$ cat src/rtl/vend_credit_controller_if.sv
// Front-end / dispenser / hopper signal bundle for vend_credit_controller.
// The controller connects through the slave modport; the driving side uses master.
interface vend_credit_controller_if;
  logic       coin_valid;
  logic [2:0] coin;
  logic       select;
  logic [1:0] choice;
  logic       cancel;
  logic [3:0] sold_out;
  logic       dispense_req;
  logic [1:0] dispense_id;
  logic       dispense_ack;
  logic       change_req;
  logic       change_ack;
  logic [7:0] credit;
  logic       busy;
  logic       coin_reject;
  logic       deny;

  modport master (
    output coin_valid, coin, select, choice, cancel, sold_out, dispense_ack, change_ack,
    input  dispense_req, dispense_id, change_req, credit, busy, coin_reject, deny
  );

  modport slave (
    input  coin_valid, coin, select, choice, cancel, sold_out, dispense_ack, change_ack,
    output dispense_req, dispense_id, change_req, credit, busy, coin_reject, deny
  );
endinterface

$ cat src/rtl/vend_credit_controller.sv
// Vending credit sequencer: coin accumulation, selection check, dispense and change handshakes.
// Optional idle auto-refund is enabled by defining VEND_TIMEOUT_EN.
module vend_credit_controller #(
  parameter int PRICE0         = 5,
  parameter int PRICE1         = 10,
  parameter int PRICE2         = 15,
  parameter int PRICE3         = 20,
  parameter int MAX_CREDIT     = 95,
  parameter int TIMEOUT_CYCLES = 1000
) (
  input logic                      clk,
  input logic                      reset,
  vend_credit_controller_if.slave  bus
);

  localparam logic [1:0] S_IDLE    = 2'd0;
  localparam logic [1:0] S_COLLECT = 2'd1;
  localparam logic [1:0] S_VEND    = 2'd2;
  localparam logic [1:0] S_CHANGE  = 2'd3;

  localparam logic [7:0] MAX_CREDIT_C = 8'(MAX_CREDIT);
  localparam logic [7:0] COIN_UNIT    = 8'd5;

  if (((MAX_CREDIT % 5) != 0) || (MAX_CREDIT > 255) || (TIMEOUT_CYCLES < 1)) begin : g_cfg_check
    $error("vend_credit_controller: invalid MAX_CREDIT or TIMEOUT_CYCLES");
  end

  function automatic logic [7:0] coin_value(input logic [2:0] code);
    case (code)
      3'b001:  coin_value = 8'd5;
      3'b010:  coin_value = 8'd10;
      3'b011:  coin_value = 8'd20;
      default: coin_value = 8'd0;
    endcase
  endfunction

  function automatic logic [7:0] price_of(input logic [1:0] idx);
    case (idx)
      2'd0:    price_of = 8'(PRICE0);
      2'd1:    price_of = 8'(PRICE1);
      2'd2:    price_of = 8'(PRICE2);
      default: price_of = 8'(PRICE3);
    endcase
  endfunction

  logic [1:0] state_r;
  logic [7:0] credit_r;
  logic       dispense_req_r;
  logic [1:0] dispense_id_r;
  logic       change_req_r;
  logic       busy_r;
  logic       coin_reject_r;
  logic       deny_r;

  logic [1:0] state_s;
  logic [7:0] credit_s;
  logic       dispense_req_s;
  logic [1:0] dispense_id_s;
  logic       change_req_s;
  logic       busy_s;
  logic       coin_reject_s;
  logic       deny_s;
  logic       timeout_s;

  logic [7:0] coin_val_s;
  logic [8:0] coin_sum_s;
  logic       coin_fits_s;
  logic [7:0] price_s;
  logic       can_buy_s;

  assign coin_val_s  = coin_value(bus.coin);
  assign coin_sum_s  = {1'b0, credit_r} + {1'b0, coin_val_s};
  assign coin_fits_s = (coin_val_s != 8'd0) && (coin_sum_s <= {1'b0, MAX_CREDIT_C});
  assign price_s     = price_of(bus.choice);
  assign can_buy_s   = !bus.sold_out[bus.choice] && (credit_r >= price_s);

`ifdef VEND_TIMEOUT_EN
  logic [31:0] idle_cnt_r;
  logic        activity_s;

  assign activity_s = bus.coin_valid | bus.select | bus.cancel;
  assign timeout_s  = (state_r == S_COLLECT) && !activity_s &&
                      (idle_cnt_r == 32'(TIMEOUT_CYCLES - 1));

  // Idle counter: runs only while COLLECT sees no user activity.
  always_ff @(posedge clk or negedge reset) begin
    if (!reset) begin
      idle_cnt_r <= 32'd0;
    end else if ((state_r != S_COLLECT) || activity_s || timeout_s) begin
      idle_cnt_r <= 32'd0;
    end else begin
      idle_cnt_r <= idle_cnt_r + 32'd1;
    end
  end
`else
  assign timeout_s = 1'b0;
`endif

  // Next-state logic; priority in IDLE/COLLECT is cancel, then select, then coin.
  always_comb begin
    state_s        = state_r;
    credit_s       = credit_r;
    dispense_req_s = dispense_req_r;
    dispense_id_s  = dispense_id_r;
    change_req_s   = change_req_r;
    coin_reject_s  = 1'b0;
    deny_s         = 1'b0;
    case (state_r)
      S_IDLE, S_COLLECT: begin
        if ((state_r == S_COLLECT) && (bus.cancel || timeout_s)) begin
          state_s       = S_CHANGE;
          change_req_s  = 1'b1;
          coin_reject_s = bus.coin_valid;
        end else if (bus.select) begin
          coin_reject_s = bus.coin_valid;
          if ((state_r == S_COLLECT) && can_buy_s) begin
            credit_s       = credit_r - price_s;
            dispense_id_s  = bus.choice;
            dispense_req_s = 1'b1;
            state_s        = S_VEND;
          end else begin
            deny_s = 1'b1;
          end
        end else if (bus.coin_valid) begin
          if (coin_fits_s) begin
            credit_s = coin_sum_s[7:0];
            state_s  = S_COLLECT;
          end else begin
            coin_reject_s = 1'b1;
          end
        end else begin
          state_s = state_r;
        end
      end
      S_VEND: begin
        coin_reject_s = bus.coin_valid;
        if (bus.dispense_ack) begin
          dispense_req_s = 1'b0;
          if (credit_r != 8'd0) begin
            state_s      = S_CHANGE;
            change_req_s = 1'b1;
          end else begin
            state_s = S_IDLE;
          end
        end else begin
          state_s = S_VEND;
        end
      end
      S_CHANGE: begin
        coin_reject_s = bus.coin_valid;
        if (bus.change_ack) begin
          // Last coin drops the request on the same edge credit hits zero.
          if (credit_r <= COIN_UNIT) begin
            credit_s     = 8'd0;
            change_req_s = 1'b0;
            state_s      = S_IDLE;
          end else begin
            credit_s = credit_r - COIN_UNIT;
          end
        end else begin
          state_s = S_CHANGE;
        end
      end
      default: begin
        state_s        = S_IDLE;
        credit_s       = 8'd0;
        dispense_req_s = 1'b0;
        change_req_s   = 1'b0;
      end
    endcase
    busy_s = (state_s == S_VEND) || (state_s == S_CHANGE);
  end

  // State and registered outputs.
  always_ff @(posedge clk or negedge reset) begin
    if (!reset) begin
      state_r        <= S_IDLE;
      credit_r       <= 8'd0;
      dispense_req_r <= 1'b0;
      dispense_id_r  <= 2'd0;
      change_req_r   <= 1'b0;
      busy_r         <= 1'b0;
      coin_reject_r  <= 1'b0;
      deny_r         <= 1'b0;
    end else begin
      state_r        <= state_s;
      credit_r       <= credit_s;
      dispense_req_r <= dispense_req_s;
      dispense_id_r  <= dispense_id_s;
      change_req_r   <= change_req_s;
      busy_r         <= busy_s;
      coin_reject_r  <= coin_reject_s;
      deny_r         <= deny_s;
    end
  end

  assign bus.credit       = credit_r;
  assign bus.dispense_req = dispense_req_r;
  assign bus.dispense_id  = dispense_id_r;
  assign bus.change_req   = change_req_r;
  assign bus.busy         = busy_r;
  assign bus.coin_reject  = coin_reject_r;
  assign bus.deny         = deny_r;

endmodule

$ cat src/flat_wrapper.sv
// flat-port wrapper written by rule: the top's interface ports become plain ports
module vend_credit_controller_flat 
#(
  parameter int PRICE0         = 5,
  parameter int PRICE1         = 10,
  parameter int PRICE2         = 15,
  parameter int PRICE3         = 20,
  parameter int MAX_CREDIT     = 95,
  parameter int TIMEOUT_CYCLES = 1000
)
  (clk, reset, bus_coin_valid, bus_coin, bus_select, bus_choice, bus_cancel, bus_sold_out, bus_dispense_ack, bus_change_ack, bus_dispense_req, bus_dispense_id, bus_change_req, bus_credit, bus_busy, bus_coin_reject, bus_deny);
  vend_credit_controller_if bus_i ();
  input logic clk;
  input logic reset;
  input wire logic [$bits(bus_i.coin_valid)-1:0] bus_coin_valid;
  input wire logic [$bits(bus_i.coin)-1:0] bus_coin;
  input wire logic [$bits(bus_i.select)-1:0] bus_select;
  input wire logic [$bits(bus_i.choice)-1:0] bus_choice;
  input wire logic [$bits(bus_i.cancel)-1:0] bus_cancel;
  input wire logic [$bits(bus_i.sold_out)-1:0] bus_sold_out;
  input wire logic [$bits(bus_i.dispense_ack)-1:0] bus_dispense_ack;
  input wire logic [$bits(bus_i.change_ack)-1:0] bus_change_ack;
  output wire logic [$bits(bus_i.dispense_req)-1:0] bus_dispense_req;
  output wire logic [$bits(bus_i.dispense_id)-1:0] bus_dispense_id;
  output wire logic [$bits(bus_i.change_req)-1:0] bus_change_req;
  output wire logic [$bits(bus_i.credit)-1:0] bus_credit;
  output wire logic [$bits(bus_i.busy)-1:0] bus_busy;
  output wire logic [$bits(bus_i.coin_reject)-1:0] bus_coin_reject;
  output wire logic [$bits(bus_i.deny)-1:0] bus_deny;
  assign bus_i.coin_valid = bus_coin_valid;
  assign bus_i.coin = bus_coin;
  assign bus_i.select = bus_select;
  assign bus_i.choice = bus_choice;
  assign bus_i.cancel = bus_cancel;
  assign bus_i.sold_out = bus_sold_out;
  assign bus_i.dispense_ack = bus_dispense_ack;
  assign bus_i.change_ack = bus_change_ack;
  assign bus_dispense_req = bus_i.dispense_req;
  assign bus_dispense_id = bus_i.dispense_id;
  assign bus_change_req = bus_i.change_req;
  assign bus_credit = bus_i.credit;
  assign bus_busy = bus_i.busy;
  assign bus_coin_reject = bus_i.coin_reject;
  assign bus_deny = bus_i.deny;
  vend_credit_controller #(.PRICE0(PRICE0), .PRICE1(PRICE1), .PRICE2(PRICE2), .PRICE3(PRICE3), .MAX_CREDIT(MAX_CREDIT), .TIMEOUT_CYCLES(TIMEOUT_CYCLES)) u_core (.clk(clk), .reset(reset), .bus(bus_i));
endmodule
$ cat config.mk
export PLATFORM = sky130hd
export DESIGN_NAME = vend_credit_controller_flat
export DESIGN_NICKNAME = d
export VERILOG_FILES = /design/src/rtl/vend_credit_controller_if.sv /design/src/rtl/vend_credit_controller.sv /design/src/flat_wrapper.sv
export SDC_FILE = /design/constraint.sdc
export NUM_CORES = 1
export LEC_CHECK = 0
export ABC_AREA = 1
export CELL_PAD_IN_SITES_DETAIL_PLACEMENT = 0
export CELL_PAD_IN_SITES_GLOBAL_PLACEMENT = 1
export CORE_MARGIN = 3
export CORE_UTILIZATION = 41
export CTS_CLUSTER_SIZE = 8
export DETAILED_ROUTE_END_ITERATION = 6
export PLACE_DENSITY = 0.95
export REMOVE_ABC_BUFFERS = 1
export SLEW_MARGIN = 20
export SYNTH_ARGS = -nofsm -noshare
export SYNTH_HDL_FRONTEND = slang
export SYNTH_SLANG_ARGS = --single-unit
export TNS_END_PERCENT = 1
$ cat constraint.sdc
create_clock -name clk -period 6.2 [get_ports clk]
set_input_delay 1.24 -clock clk [delete_from_list [all_inputs] [get_ports clk]]
set_output_delay 1.24 -clock clk [all_outputs]
set_load 0.05 [all_outputs]
==> metrics.cfg <==
[placement]
hpwlAfterDp_um = 4040
dp_slack_ns = 2.29
place.gp.congestion = 0.856
port_buffers = 30

[critical_path]
arrival_ns = 3.78
crit_family = adder cells
slowest_stage = clkdlybuf4s50_1
required_ns = 6.34
crit_fanout = 9
cp-start-kind = input pin
cp_cell_sequence = clkdlybuf4s50_1 -> inv_1 -> ha_1 -> inv_1 -> fa_1 -> nor2_4 -> nor2_2 -> nor2_2 -> nor2_1 -> nand3_2 -> nand3_4 -> a21oi_4 -> nand2_4 -> nand2_1 -> nand2_1
crit_path_end_kind = flip-flop
path_buf_inv = 3
path_class = in -> reg
slowest_delay_ns = 0.49

[floorplanning]
rows = 23
fp.dieH_um = 73.5
dieArea_um2 = 5400
core_um2 = 4200
die_width_um = 73.5
start_util_pct = 44.4
io_pins = 31

[clock_network]
root_buffer = clkbuf_8
post_cts_buffers = 0
clock_latency_ns = 0.25
clock-sinks = 17
cts_buffer_depth = 2
cts_buffers = 3
cts.repair.resized = 0
cts_hold_buf = 0
cts_tree = yes
path_clk_slew_ns = 0.06
htree_levels = 1

[global_route]
grt_pass1_wl_um = 8630
antenna_found_initial = 0
grt_max_degree = 18
grt_usage_pct = 20.3
grt_pass1_vias = 1806
gr-total-overflow = 0

[timing]
holdWs_ns = 0.493
drv_slew = 0
max_clock_freq_mhz = 275
fin_crit_ns = 3.64
setup_violations = 0
skew_ns = 0.00160
max_slew.worst_pin.slew_ns = 0.768
rsz0062_at_grt = false
slew_headroom_pct = 48.6
fin_crit_sh_pct = 58.7
tns_ns = 0
timing.final.hold_violations = 0
fin_ws_ns = 2.56

[cells_and_area]
syn_to_final_growth_pct = 20.9
final_nets = 347
final_layout_size_suffix_gt1_share_pct = 7.03
antenna_cells = 0
fillers = 413

[detailed_routing]
detail_route.wl_per_cell_um = 13.8
via_count = 1888
drt_first_pass_iters = 4
drc = 0
antenna_left = 0
wl_um = 5020
drtIter0Drc = 222
via_per_inst = 5.20

[synth]
synth_ff_type = dfrtp_1
yosysTopAreaCell = dfrtp_1
synth.area.top_cells = dfrtp_1 (23%), nand2_1 (15%), ha_1 (10%), nand3_1 (9.9%), inv_1 (7.4%)
ys_top_cells_by_count = nand2_1 (73), inv_1 (37), nand3_1 (37)
async_flop_share_pct = 100
syn_area_um2 = 1870
synth-seq-cells = 17
syn_inst = 282
yosysWarnings = 0
postSynthAreaPerCell_um2 = 6.62
ys_seq_area_share_pct = 22.8
synth_edf_count = 0
yosysUniqueCellTypes = 34
yosysTopAreaCellShare_pct = 22.8
synth.most_common_cell = nand2_1

[power_and_ir_drop]
power_density_nw_per_um2 = 533
ir_drop_uv = 275
leakagePower_nw = 1.13

[worst_hold_path]
hp-class = reg -> reg

[flow_run]
maxCapViolations = 0

[outcome]
status = finished, final reports clean

-- worst min-delay path: cells and delay by family, from the launching register on --
kind,cells,cell delay (ns)
and+or+nand+nor,1,0.05
DFF,1,0.35
AOI/OAI and AO/OA,1,0.06
-- power breakdown --
part	total, W	switching [W]	internal (W)
clock network	0.0000816	0.0000371	0.0000445
registers	0.000245	0.0000838	0.000161
logic	0.000874	0.000569	0.000305
-- per-layer routing --
metal / vias up / part of all wire, % / GRT usage [%]
met5: - / 0 / 0
li1: 988 / - / -
met2: 61 / 44 / 31.5
met1: 835 / 48 / 30.8
met4: 0 / 0.80 / 2.41
met3: 4 / 6.9 / 2.60
-- sequential cells by signal, summed over array words and instances (netlist names) --
signal,flops
u_core.bus.credit,8
u_core.bus.dispense_id,2
u_core.state_r,2
u_core.bus.busy,1
u_core.bus.change_req,1
u_core.bus.coin_reject,1
u_core.bus.deny,1
u_core.bus.dispense_req,1
-- metrics by stage --
stage	instances	utilization [%]	instance area [um^2]	power, W
final	363	53.7	2250	0.00120
after CTS	363	53.7	2250	0.00120
after detailed placement	359	52.6	2210	0.00111
after global placement	359	52.6	2210	0.00111
after global routing	363	53.7	2250	0.00133
after floorplan	279	-	1850	0.000867
-- cell type report --
type / instances / area [um^2] / area share [%]
multi-input combinational: 224 / 1280 / 56.7
sequential: 17 / 425 / 18.9
timing repair buffer: 30 / 300 / 13.3
inverter: 38 / 143 / 6.33
tap: 50 / 62.6 / 2.77
clock buffer: 3 / 41.3 / 1.83
clock inverter: 1 / 5.00 / 0.222
-- final timing paths --
kind	from	end	slack (ns)	cells past startpoint
worst max-delay path	bus_choice[1]	u_core.bus.credit[0]$_DFFE_PN0P_	2.56	15
worst min-delay path	u_core.bus.dispense_id[0]$_DFFE_PN0P_	u_core.bus.dispense_id[0]$_DFFE_PN0P_	0.49	2
worst max register to register	u_core.bus.credit[0]$_DFFE_PN0P_	u_core.bus.credit[0]$_DFFE_PN0P_	3.64	13
worst min register to register	u_core.bus.dispense_id[0]$_DFFE_PN0P_	u_core.bus.dispense_id[0]$_DFFE_PN0P_	0.49	2
max in group asynchronous	reset	u_core.bus.credit[2]$_DFFE_PN0P_	4.28	1
min in group asynchronous	reset	u_core.bus.coin_reject$_DFF_PN0_	1.44	1
-- layout by cell type (no fill, tap or decap), drive strengths merged --
master / instances
nand3b: 1
nand4: 6
nor2: 26
fa: 2
ha: 15
xnor2: 2
or2: 3
inv: 37
clkdlybuf4s50: 30
o21ai: 18
o22a: 1
o22ai: 1
clkinv: 2
xor2: 6
a21oi: 15
dfrtp: 17
nor4: 2
nand2: 77
and2: 3
nand3: 40
clkbuf: 3
nor3: 6
-- logic make-up after synthesis --
group / synth area share (%)
AO/OA/AOI/OAI: 10.7
buffers and inverters: 8.72
flip-flops: 22.8
XOR/XNOR: 3.76
AND/OR/NAND/NOR: 41.9
adder cells (fa/ha/maj): 12.2
No activity file was read; power rests on OpenSTA's default activity.
